--- config.mk ---
export PLATFORM = sky130hd
export DESIGN_NAME = mem_port_arb
export DESIGN_NICKNAME = d
export VERILOG_FILES = /design/src/rtl/mem_port_arb_pkg.sv /design/src/rtl/mem_port_arb_prio2.sv /design/src/rtl/mem_port_arb.sv
export SDC_FILE = /design/constraint.sdc
export NUM_CORES = 1
export LEC_CHECK = 0
export CORE_AREA = 3 3 219 221
export DETAILED_ROUTE_END_ITERATION = 8
export DIE_AREA = 0 0 222 224
export SLEW_MARGIN = 20
export SYNTH_ARGS = -nofsm -noshare
export SYNTH_HDL_FRONTEND = slang
export SYNTH_SLANG_ARGS = --single-unit
--- constraint.sdc ---
create_clock -name clk -period 3.2 [get_ports clk]
set_input_delay 0.64 -clock clk [delete_from_list [all_inputs] [get_ports clk]]
set_output_delay 0.64 -clock clk [all_outputs]
set_load 0.005 [all_outputs]
--- src/rtl/mem_port_arb_pkg.sv ---
// Shared types and sizing helpers for the two-requester SRAM port arbiter.
package mem_port_arb_pkg;

  typedef enum logic {
    ARB_RUN  = 1'b0,
    ARB_HOLD = 1'b1
  } arb_state_e;

  // Starvation counter width; holds STARVE_MAX values up to 15.
  localparam int unsigned STARVE_W = 4;

  function automatic int unsigned f_bytes_per_word(input int unsigned dw);
    return dw / 8;
  endfunction

  function automatic int unsigned f_log2(input int unsigned v);
    return $clog2(v);
  endfunction

endpackage

--- src/rtl/mem_port_arb_prio2.sv ---
// Two-way fixed-priority pick (requester a preferred) with a starvation
// counter that hands requester b one win after STARVE_MAX consecutive losses.
module arb_prio2
  import mem_port_arb_pkg::*;
#(
  parameter int unsigned STARVE_MAX = 4
) (
  input  logic clk,
  input  logic resetn,
  input  logic i_a_req,
  input  logic i_b_req,
  input  logic i_block_a,
  output logic o_a_gnt,
  output logic o_b_gnt
);

  logic [STARVE_W-1:0] r_starve_cnt;
  logic                w_b_turn;

  assign w_b_turn = (r_starve_cnt == STARVE_W'(STARVE_MAX));

  always_comb begin
    o_a_gnt = 1'b0;
    o_b_gnt = 1'b0;
    if (i_block_a) begin
      o_b_gnt = i_b_req;
    end else if (i_a_req && i_b_req) begin
      o_b_gnt = w_b_turn;
      o_a_gnt = !w_b_turn;
    end else begin
      o_a_gnt = i_a_req;
      o_b_gnt = i_b_req;
    end
  end

  // Counts only losses; a win, an idle b or a blocked a all restart the run.
  always_ff @(posedge clk or negedge resetn) begin
    if (!resetn) begin
      r_starve_cnt <= '0;
    end else if (i_b_req && !o_b_gnt) begin
      r_starve_cnt <= r_starve_cnt + 1'b1;
    end else begin
      r_starve_cnt <= '0;
    end
  end

endmodule

--- src/rtl/mem_port_arb.sv ---
// CPU / loader arbiter in front of one single-port synchronous SRAM.
//   state    | meaning
//   ARB_RUN  | shared access, CPU preferred, loader protected from starvation
//   ARB_HOLD | loader-exclusive, CPU never granted
module mem_port_arb
  import mem_port_arb_pkg::*;
#(
  parameter int unsigned AW         = 64,
  parameter int unsigned DW         = 64,
  parameter int unsigned DEPTH      = 1024,
  parameter int unsigned STARVE_MAX = 4
) (
  input  logic                       clk,
  input  logic                       resetn,
  input  logic                       cpu_req,
  input  logic                       cpu_we,
  input  logic [AW-1:0]              cpu_addr,
  input  logic [DW/8-1:0]            cpu_wstrb,
  input  logic [DW-1:0]              cpu_wdata,
  output logic                       cpu_gnt,
  output logic                       cpu_rvalid,
  output logic [DW-1:0]              cpu_rdata,
  output logic                       cpu_err,
  input  logic                       ext_req,
  input  logic                       ext_we,
  input  logic [AW-1:0]              ext_addr,
  input  logic [DW/8-1:0]            ext_wstrb,
  input  logic [DW-1:0]              ext_wdata,
  output logic                       ext_gnt,
  output logic                       ext_rvalid,
  output logic [DW-1:0]              ext_rdata,
  output logic                       ext_err,
  input  logic                       ext_hold,
  output logic                       hold_ack,
  output logic                       mem_en,
  output logic [DW/8-1:0]            mem_we,
  output logic [$clog2(DEPTH)-1:0]   mem_addr,
  output logic [DW-1:0]              mem_wdata,
  input  logic [DW-1:0]              mem_rdata
);

  localparam int unsigned BPW = f_bytes_per_word(DW);
  localparam int unsigned LSB = f_log2(BPW);
  localparam int unsigned IW  = f_log2(DEPTH);
  localparam logic [AW:0] ADDR_LIM = (AW+1)'(DEPTH * BPW);

  arb_state_e r_state;
  logic       r_hold_ack;
  logic       r_owner_ext;
  logic       r_rd_pend;
  logic       r_oor_pend;
  logic       r_oor_rd;

  logic            w_cpu_req;
  logic            w_ext_req;
  logic            w_block_cpu;
  logic            w_cpu_gnt;
  logic            w_ext_gnt;
  logic            w_any_gnt;
  logic            w_sel_we;
  logic [AW-1:0]   w_sel_addr;
  logic [BPW-1:0]  w_sel_wstrb;
  logic [DW-1:0]   w_sel_wdata;
  logic            w_oor;
  logic            w_mem_en;
  logic            w_rsp_valid;

  // Requests are masked by reset so every output is quiet while it is held.
  assign w_cpu_req   = cpu_req & resetn;
  assign w_ext_req   = ext_req & resetn;
  assign w_block_cpu = (r_state == ARB_HOLD) | ext_hold;

  arb_prio2 #(
    .STARVE_MAX (STARVE_MAX)
  ) u_prio (
    .clk       (clk),
    .resetn    (resetn),
    .i_a_req   (w_cpu_req),
    .i_b_req   (w_ext_req),
    .i_block_a (w_block_cpu),
    .o_a_gnt   (w_cpu_gnt),
    .o_b_gnt   (w_ext_gnt)
  );

  assign cpu_gnt = w_cpu_gnt;
  assign ext_gnt = w_ext_gnt;

  assign w_any_gnt   = w_cpu_gnt | w_ext_gnt;
  assign w_sel_we    = w_ext_gnt ? ext_we    : cpu_we;
  assign w_sel_addr  = w_ext_gnt ? ext_addr  : cpu_addr;
  assign w_sel_wstrb = w_ext_gnt ? ext_wstrb : cpu_wstrb;
  assign w_sel_wdata = w_ext_gnt ? ext_wdata : cpu_wdata;

  assign w_oor    = ({1'b0, w_sel_addr} >= ADDR_LIM);
  assign w_mem_en = w_any_gnt & ~w_oor;

  assign mem_en    = w_mem_en;
  assign mem_we    = (w_mem_en && w_sel_we) ? w_sel_wstrb : '0;
  assign mem_addr  = w_mem_en ? w_sel_addr[LSB +: IW] : '0;
  assign mem_wdata = (w_mem_en && w_sel_we) ? w_sel_wdata : '0;

  always_ff @(posedge clk or negedge resetn) begin
    if (!resetn) begin
      r_state    <= ARB_RUN;
      r_hold_ack <= 1'b0;
    end else begin
      case (r_state)
        ARB_RUN: begin
          if (ext_hold) begin
            r_state    <= ARB_HOLD;
            r_hold_ack <= 1'b1;
          end
        end
        ARB_HOLD: begin
          if (!ext_hold) begin
            r_state    <= ARB_RUN;
            r_hold_ack <= 1'b0;
          end
        end
        default: begin
          r_state    <= ARB_RUN;
          r_hold_ack <= 1'b0;
        end
      endcase
    end
  end

  assign hold_ack = r_hold_ack;

  // One-deep response pipe; SRAM data arrives the cycle after the grant.
  always_ff @(posedge clk or negedge resetn) begin
    if (!resetn) begin
      r_owner_ext <= 1'b0;
      r_rd_pend   <= 1'b0;
      r_oor_pend  <= 1'b0;
      r_oor_rd    <= 1'b0;
    end else begin
      r_rd_pend  <= w_mem_en & ~w_sel_we;
      r_oor_pend <= w_any_gnt & w_oor;
      r_oor_rd   <= w_any_gnt & w_oor & ~w_sel_we;
      if (w_any_gnt) begin
        r_owner_ext <= w_ext_gnt;
      end
    end
  end

  assign w_rsp_valid = r_rd_pend | r_oor_rd;

  assign cpu_rvalid = w_rsp_valid & ~r_owner_ext;
  assign ext_rvalid = w_rsp_valid &  r_owner_ext;
  assign cpu_rdata  = (r_rd_pend && !r_owner_ext) ? mem_rdata : '0;
  assign ext_rdata  = (r_rd_pend &&  r_owner_ext) ? mem_rdata : '0;
  assign cpu_err    = r_oor_pend & ~r_owner_ext;
  assign ext_err    = r_oor_pend &  r_owner_ext;

endmodule

== Word level (Yosys, flattened, before mapping) ==
Index checks and enable logic that the tools add are counted.
Widths: inputs -> output; s select.
Word-level totals
  register bits after elaboration: 10
  latch bits: 0
  bits in writable memories: 0
  bits in read-only memories: 0
  bits of input ports: 343
  output and inout bits: 218
  word-level logic and storage cells: 56
  memories kept: 0
Operators by class
  add/sub/neg operators: 1
  multipliers: 0
  div/mod/pow operators: 0
  order comparisons: 1
  eq/ne operators: 3
  shift operators: 0
  mux-type cells: 18
  bitwise operators: 17
  reduce and logical (&&, ||, !) cells: 9
Operators by type and width (count)
  $mux 64: 5
  $ge 64x14->1 const B: 1
  $mux 8: 2
  $and 1x1->1: 10
  $mux 10: 1
  $mux 1: 8
  $logic_and 1x1->1: 5
  $add 4x1->4 const B: 1
  $eq 4x3->1 const B: 1
  $mux 4: 1
  $ne 2x2->1 const B: 2
  $not 1->1: 4
  $logic_not 1->1: 3
  $or 1x1->1: 3
  $pmux 1 s2: 1
  $reduce_and 2->1: 1

== Depth between registers and ports, before layout ==
Gate-level depths: netlist of the first run.
  depth after elaboration: 10
  mapped depth: 10

== Cells and area by module ==
Synthesis of the first run repeated with hierarchy kept, for this count alone.
Unflattened totals
  cells, all modules: 443
  area, all modules: 3214.3 µm²
Modules (own cells, without submodules)
  mem_port_arb: times used 1, cells an instance 421, area an instance 3004.1 µm², seq. area each 150.1 µm²
  arb_prio2: times used 1, cells an instance 22, area an instance 210.2 µm², seq. area each 100.1 µm²

== Worst setup path before layout of the first run ==
Ideal clock, no wire load.
  path type: input -> output
  from: input ext_hold
  to: output mem_wdata[12]
  arrival time: 2415 ps
  required time: 2560 ps
  path slack: 145 ps
  cell stages on the path: 9
  path buffers: 2
  cell sequence: inv_1 > ha_1 > and2_1 > a21o_2 > or4_4 > o22a_1 > buf_6 > buf_6 > a21oi_1
On the way
  longest elaborated chain between the ends: 8
Ends and longest elaborated chain
  from (decl): RTL line mem_port_arb.sv:33  | input logic ext_hold,
  $or 1x1->1 *: RTL line mem_port_arb.sv:71  | assign w_block_cpu = (r_state == ARB_HOLD) | ext_hold;
  $mux 1: RTL line mem_port_arb_prio2.sv:25  | if (i_block_a) begin
  $mux 64: RTL line mem_port_arb.sv:90  | assign w_sel_addr = w_ext_gnt ? ext_addr : cpu_addr;
  $ge 64x14->1: RTL line mem_port_arb.sv:94  | assign w_oor = ({1'b0, w_sel_addr} >= ADDR_LIM);
  $not 1->1: RTL line mem_port_arb.sv:95  | assign w_mem_en = w_any_gnt & ~w_oor;
  $and 1x1->1: RTL line mem_port_arb.sv:95
  $logic_and 1x1->1: RTL line mem_port_arb.sv:100  | assign mem_wdata = (w_mem_en && w_sel_we) ? w_sel_wdata : '0;
  $mux 64 *: RTL line mem_port_arb.sv:100
  to (decl): RTL line mem_port_arb.sv:38  | output logic [DW-1:0] mem_wdata,
Every way passes the cells marked *; elsewhere a longest branch is shown, timed or not.

== Worst setup path in the final report of the first run ==
  from: input cpu_addr[45]
  to: output mem_we[4]
On the way
  longest elaborated chain between the ends: 6
Ends and longest elaborated chain
  from (decl): RTL line mem_port_arb.sv:17  | input logic [AW-1:0] cpu_addr,
  $mux 64: RTL line mem_port_arb.sv:90
  $ge 64x14->1: RTL line mem_port_arb.sv:94
  $not 1->1: RTL line mem_port_arb.sv:95
  $and 1x1->1: RTL line mem_port_arb.sv:95
  $logic_and 1x1->1: RTL line mem_port_arb.sv:98  | assign mem_we = (w_mem_en && w_sel_we) ? w_sel_wstrb : '0;
  $mux 8: RTL line mem_port_arb.sv:98
  to (decl): RTL line mem_port_arb.sv:36  | output logic [DW/8-1:0] mem_we,
Every way passes these cells.

==> results of run 1 <==
-- how the worst max path moves through the flow --
stage / start / endpoint
floorplan: ext_hold / mem_wdata[12]
global placement: cpu_addr[50] / mem_wdata[3]
detailed placement: cpu_addr[50] / mem_wdata[3]
CTS: ext_addr[60] / mem_addr[7]
global route: ext_addr[56] / mem_wdata[6]
finish: cpu_addr[45] / mem_we[4]
-- Yosys cell counts --
cell      instances
o21ai_0           2
inv_1             9
nand4_1           3
nor2_1           21
buf_6             8
nand2_1         169
clkbuf_1         41
nor4_1           24
o22ai_1           1
a21oi_1           9
xnor2_1           1
a21oi_2          63
ha_1              3
dfrtp_1          10
and4_1            2
nor2b_1           2
xor2_1            1
mux2_2            1
o22a_1           12
nand3b_1          1
or4_1             1
nor3_1            2
or4_4             1
a21o_2            1
nand3_1           6
o211a_1           1
buf_2             1
o21a_1            1
and2_1           66
inv_2             1
and3_1           64
-- metrics by stage --
stage | hold slack, ps | worst slack [ps] | instance area, um^2
final | 496 | -285 | 9940
after global routing | 518 | -396 | 9940
after CTS | 503 | -335 | 9850
after detailed placement | 497 | -1260 | 9610
after global placement | 501 | -1200 | 9610
after floorplan | 344 | 145 | 3140
-- per-layer routing --
layer / vias to the layer above / share of wire (%) / track usage, %
met3: 42 / 6.6 / 2.10
met2: 394 / 56 / 25.3
met5: - / 0 / 0
met1: 2770 / 37 / 12.7
li1: 2911 / - / -
met4: 0 / 1.1 / 0.640
-- registers in the layout, summed over array words and instances, names as in the netlist --
name	flops
r_oor_pend	1
r_owner_ext	1
r_oor_rd	1
r_rd_pend	1
hold_ack	1
u_prio.r_starve_cnt	4
r_state	1
-- power by group through the flow --
stage / clock [uW] / sequential, uW / combinational, uW
detailed placement: 0 / 138 / 631
CTS: 249 / 136 / 628
finish: 247 / 136 / 635
floorplan: 0 / 137 / 120
global route: 257 / 137 / 680
global placement: 0 / 138 / 629
-- layout make-up --
type	instances	share of cell area [%]
repair buffers	613	57.7
flip-flops and latches	10	2.53
multi-input cells	458	30.8
inverters	10	0.378
diodes	3	0.0755
well taps	607	7.64
clock buffers	4	0.894
-- cells by family (layout without fill, tap and decap cells) --
kind of cell               after synthesis  in the layout  share of synthesized area, %
adders and majority gates                3              3                          1.20
DFF                                     10             10                          7.97
xor gates and xnor gates                 2              2                         0.558
muxes                                    1              1                         0.359
and+or+nand+nor                        362            362                          57.1
AOI/OAI and AO/OA                       90             90                          23.7
other                                    0              3                             0
buffers and inverters                   60            627                          9.13
-- what timing repair did --
| item | 4_1_cts | 5_1_grt |
|---|---|---|
| endpoints found under the setup margin | 84 | 83 |
| gates resized for setup | 534 | 74 |
| cloned | 4 | 0 |
| endpoints found under the hold margin | 0 | 0 |
| pin swaps | 30 | 14 |
| buffers inserted | 15 | 4 |
==> flow_summary_export.csv, run 1 <==
group,metric,value,unit
clocking,cts_max_level,1,
timing,skew,0.436,ps
setup_path,r2r-start,"u_prio.r_starve_cnt[0]",
layout,mostFrequentLayoutCells,"clkdlybuf4s50_1, nand2_1, buf_2, and2_1, and3_1",
global_routing,grt_usage,12.0,%
power_and_ir_drop,cellLeakagePower,0.00407,uW
setup_path,max_stage_delay,590,ps
synthesis,synth_top_cell_by_area,"nand2_1",
drt,viasPerCell,3.59,
clocking,clk_pin_slew,40,ps
global_routing,first_global_vias,6298,
floorplan,die-area,49700,um^2
setup_path,cp_top_family,"simple AND/OR/NAND/NOR gates",
setup_path,timing.reg2reg.setup_slack,850,ps
synthesis,synth_fp_nets,874,
clocking,cts_sinks,10,
global_routing,grt_max_degree,74,
clocking,cts_tree,"done",
placement,dp.final_hpwl,28.9,mm
setup_path,cp_max_fo,5,
layout,fillCellCount,5277,
clocking,cts_buffers,3,
min_path,hold_path.class,"in2async",
synthesis,synth_area_per_cell,5.95,um^2
setup_path,crit_cells,10,
layout,fin_nets,1442,
timing,setup_violations,83,
setup_path,worstReg2RegEnd,"r_rd_pend",
setup_path,worstSetupPathType,"in2out",
setup_path,critPathArrivalTime,2850,ps
outcome,outcome,"finished, violations left",
synthesis,seq_area_frac_synth,7.97,%
timing,relSlewSlack,64.0,%
synthesis,synth_warnings,0,
power_and_ir_drop,seq_power_share,13.4,%
timing,fmax,287,MHz
floorplan,die_x,222,um
power_and_ir_drop,pwr-share-clk,24.2,%
placement,gp_congestion,0.814,
timing,min_period,3490,ps
timing,hold_viol_final,0,
layout,syn_to_final_growth,217,%
setup_path,cp-end-kind,"output pin",
timing,tns,-11350,ps
setup_path,crit_slowest_cell,"or4_4",
placement,io_buffers,554,
timing,rsz0062_at_grt,"true",
layout,final_common_cell,"clkdlybuf4s50_1",
synthesis,ys_seq_elements,10,
drt,drcViolationCount,0,
floorplan,rows,79,
outcome,violations,"negative setup slack",
drt,drt-initial-drc-count,197,
power_and_ir_drop,power_switching,303,uW
timing,finalMaxSlewViolations,0,
drt,drtAntennaViolNets,0,
setup_path,cp_cell_sequence,"buf_2 -> nor4_4 -> nand4_1 -> or4_4 -> o22a_4 -> buf_12 -> buf_12 -> buf_6 -> a21oi_4 -> buf_2",
timing,setup_ws,-285,ps
drt,firstDrtPassIters,4,
synthesis,synth_top_area_share,20.2,%
power_and_ir_drop,internal_power,715,uW
global_routing,overflow,0,
floorplan,start_util,6.77,%
setup_path,crit_required,2560,ps
drt,vias,6117,
synthesis,synth.top_cells.by_area,"nand2_1, a21oi_2, and2_1",
clocking,cts-root-buf,"clkbuf_16",
power_and_ir_drop,p_sw_share,29.8,%
power_and_ir_drop,power.total,1020,uW
synthesis,netlist_area,3140,um^2
floorplan,num_io_pins,561,
timing,worst_pin_slew,540,ps
setup_path,start_kind,"primary input",
drt,wl,32.6,mm
clocking,clock_path_buffers,2,
clocking,cts_hold_buf,0,
layout,utilization,21.4,%
power_and_ir_drop,combPwrFrac,62.4,%
timing,fin_crit_sh,109,%
clocking,clk_latency,230,ps
layout,multi_input_area,3060,um^2
placement,placed_cells,1681,
drt,wl_per_cell,19.1,um
synthesis,synthesis.instances,528,
floorplan,core_area,46400,um^2
floorplan,die_y,224,um
setup_path,r2r_cells,10,
global_routing,grt_pass1_wl,44.1,mm
global_routing,antenna_found_initial,20,
power_and_ir_drop,power_density,102,nW/um^2
setup_path,path_buf_inv,5,
layout,drive_gt1_share,25.9,%
power_and_ir_drop,ir_worst_vdd,0.113,mV
synthesis,ys_types,31,
layout,instances_no_fill,1705,
run,maxCapViolations,0,
layout,regArea,251,um^2
(Power assumes the default switching activity.)
==> inputs of run 2 (changes only) <==
Settings changed: PLACE_DENSITY set to 0.41, SLEW_MARGIN 20 to not set.
==> flow_summary_export.csv, run 2 (synthesis gave the netlist of run 1 again) <==
group,metric,value,unit
outcome,outcome,"finished, violations left",
global_routing,overflow,0,
power_and_ir_drop,power_density,100,nW/um^2
floorplan,die_y,224,um
timing,fin_crit_sh,108,%
layout,top_register,"u_prio.r_starve_cnt",
drt,wl,33.0,mm
drt,drt-initial-drc-count,142,
power_and_ir_drop,seq_power_share,14.3,%
timing,skew,3.58,ps
drt,vias,6148,
layout,drive_gt1_share,26.3,%
run,maxCapViolations,0,
timing,worst_pin_slew,547,ps
power_and_ir_drop,internal_power,714,uW
setup_path,r2r_cells,10,
timing,finalMaxSlewViolations,0,
global_routing,first_global_vias,6556,
drt,viasPerCell,3.58,
timing,min_period,3460,ps
timing,rsz0062_at_grt,"true",
layout,fin_nets,1456,
clocking,clk_latency,240,ps
layout,fillCellCount,5253,
outcome,violations,"negative setup slack",
floorplan,rows,79,
setup_path,cp-end-kind,"output pin",
floorplan,die_x,222,um
min_path,hold_path.class,"in2async",
layout,instances_no_fill,1719,
placement,post_dp_cell_area,9610,um^2
setup_path,r2r-start,"u_prio.r_starve_cnt[0]",
clocking,cts-root-buf,"clkbuf_16",
setup_path,worstReg2RegEnd,"r_rd_pend",
layout,mostFrequentLayoutCells,"clkdlybuf4s50_1, nand2_1, buf_2, and2_1, and3_1",
timing,relSlewSlack,63.5,%
setup_path,critPathArrivalTime,2820,ps
placement,gp_congestion,0.819,
layout,largest_reg_flops,4,
setup_path,start_kind,"primary input",
layout,final_common_cell,"clkdlybuf4s50_1",
global_routing,antenna_found_initial,17,
power_and_ir_drop,power_switching,298,uW
power_and_ir_drop,ir_worst_vdd,0.183,mV
floorplan,start_util,6.77,%
floorplan,die-area,49700,um^2
placement,io_buffers,554,
timing,fmax,289,MHz
layout,utilization,21.8,%
clocking,cts_buffers,3,
clocking,cts_max_level,1,
setup_path,worstSetupPathType,"in2out",
drt,firstDrtPassIters,4,
power_and_ir_drop,power.total,1010,uW
placement,placed_cells,1681,
setup_path,timing.reg2reg.setup_slack,1080,ps
drt,drcViolationCount,0,
power_and_ir_drop,p_sw_share,29.5,%
timing,setup_violations,73,
timing,hold_viol_final,0,
global_routing,grt_pass1_wl,45.0,mm
power_and_ir_drop,combPwrFrac,61.4,%
layout,fin_area,10100,um^2
timing,setup_ws,-255,ps
floorplan,num_io_pins,561,
global_routing,grt_max_degree,65,
drt,drtAntennaViolNets,0,
global_routing,grt_usage,12.2,%
setup_path,crit_required,2560,ps
clocking,cts_tree,"done",
layout,syn_to_final_growth,222,%
setup_path,cp_max_fo,7,
clocking,cts_sinks,10,
power_and_ir_drop,pwr-share-clk,24.3,%
floorplan,core_area,46400,um^2
clocking,clk_pin_slew,40,ps
placement,dp.final_hpwl,28.2,mm
clocking,clock_path_buffers,2,
drt,wl_per_cell,19.2,um
power_and_ir_drop,cellLeakagePower,0.00423,uW
==> run 2: critical path: stages <==
cell and delay (ps):
clkdlybuf4s15_1 170, nor4_2 250, buf_4 180, nand3_4 70, or4_4 550, o22a_4 330
buf_16 170, buf_4 120, buf_6 100, a21oi_2 80, buf_2 120
==> run 2: worst max-delay path by stage <==
stage	startpoint	endpoint	slack, ps	depth (start not counted)
2_1_floorplan	ext_hold	mem_wdata[12]	150	9
3_5_place_dp	cpu_addr[43]	mem_wdata[42]	-1120	10
4_1_cts	ext_addr[26]	mem_addr[6]	-390	8
3_3_place_gp	cpu_addr[43]	mem_wdata[22]	-1050	10
6_report	ext_addr[39]	mem_wdata[52]	-260	11
5_1_grt	ext_addr[26]	mem_wdata[30]	-330	10
==> run 2: metrics by stage <==
step | setup WS (ps) | TNS (ps) | hold slack, ps
floorplan | 145 | 0 | 344
global placement | -1050 | -82840 | 505
detailed placement | -1120 | -86410 | 518
CTS | -392 | -19320 | 511
global route | -332 | -19120 | 526
finish | -255 | -12830 | 493
==> run 2: power groups by stage <==
stage	combinational [uW]	clock [uW]	sequential [uW]
after global placement	627	0	147
final	622	245	145
after global routing	665	260	147
after floorplan	120	0	137
after CTS	623	253	145
after detailed placement	625	0	147
==> run 2: area by class of cell <==
class	instances	area [um^2]	area share, %
timing repair buffer	626	5990	59.2
multi-input combinational	459	2980	29.4
tap	607	759	7.51
sequential	10	251	2.49
clock buffer	4	88.8	0.878
inverter	10	40.0	0.396
antenna	3	7.51	0.0742
==> run 2: timing repair <==
action,in CTS,in global routing
gates resized for setup,502,87
cloned,8,0
setup buffers,25,9
pin swaps,31,21
hold buffers,0,0
setup endpoints to repair,84,83
==> run 2: per-layer routing <==
| layer | share of wire, % | global-route usage [%] | up-vias | wire, um |
|---|---|---|---|---|
| met4 | 0.95 | 0.888 | 8 | 314 |
| li1 | - | - | 2943 | - |
| met3 | 8.7 | 3.77 | 38 | 2860 |
| met1 | 35 | 12.1 | 2784 | 11500 |
| met5 | 0.11 | 0 | - | 35 |
| met2 | 55 | 25.3 | 375 | 18300 |
==> inputs of run 3 (changes only) <==
Settings changed: CAP_MARGIN set to 5.
==> results of run 3 <==
No change in the layout: final DEF, timing and power equal those of run 2.
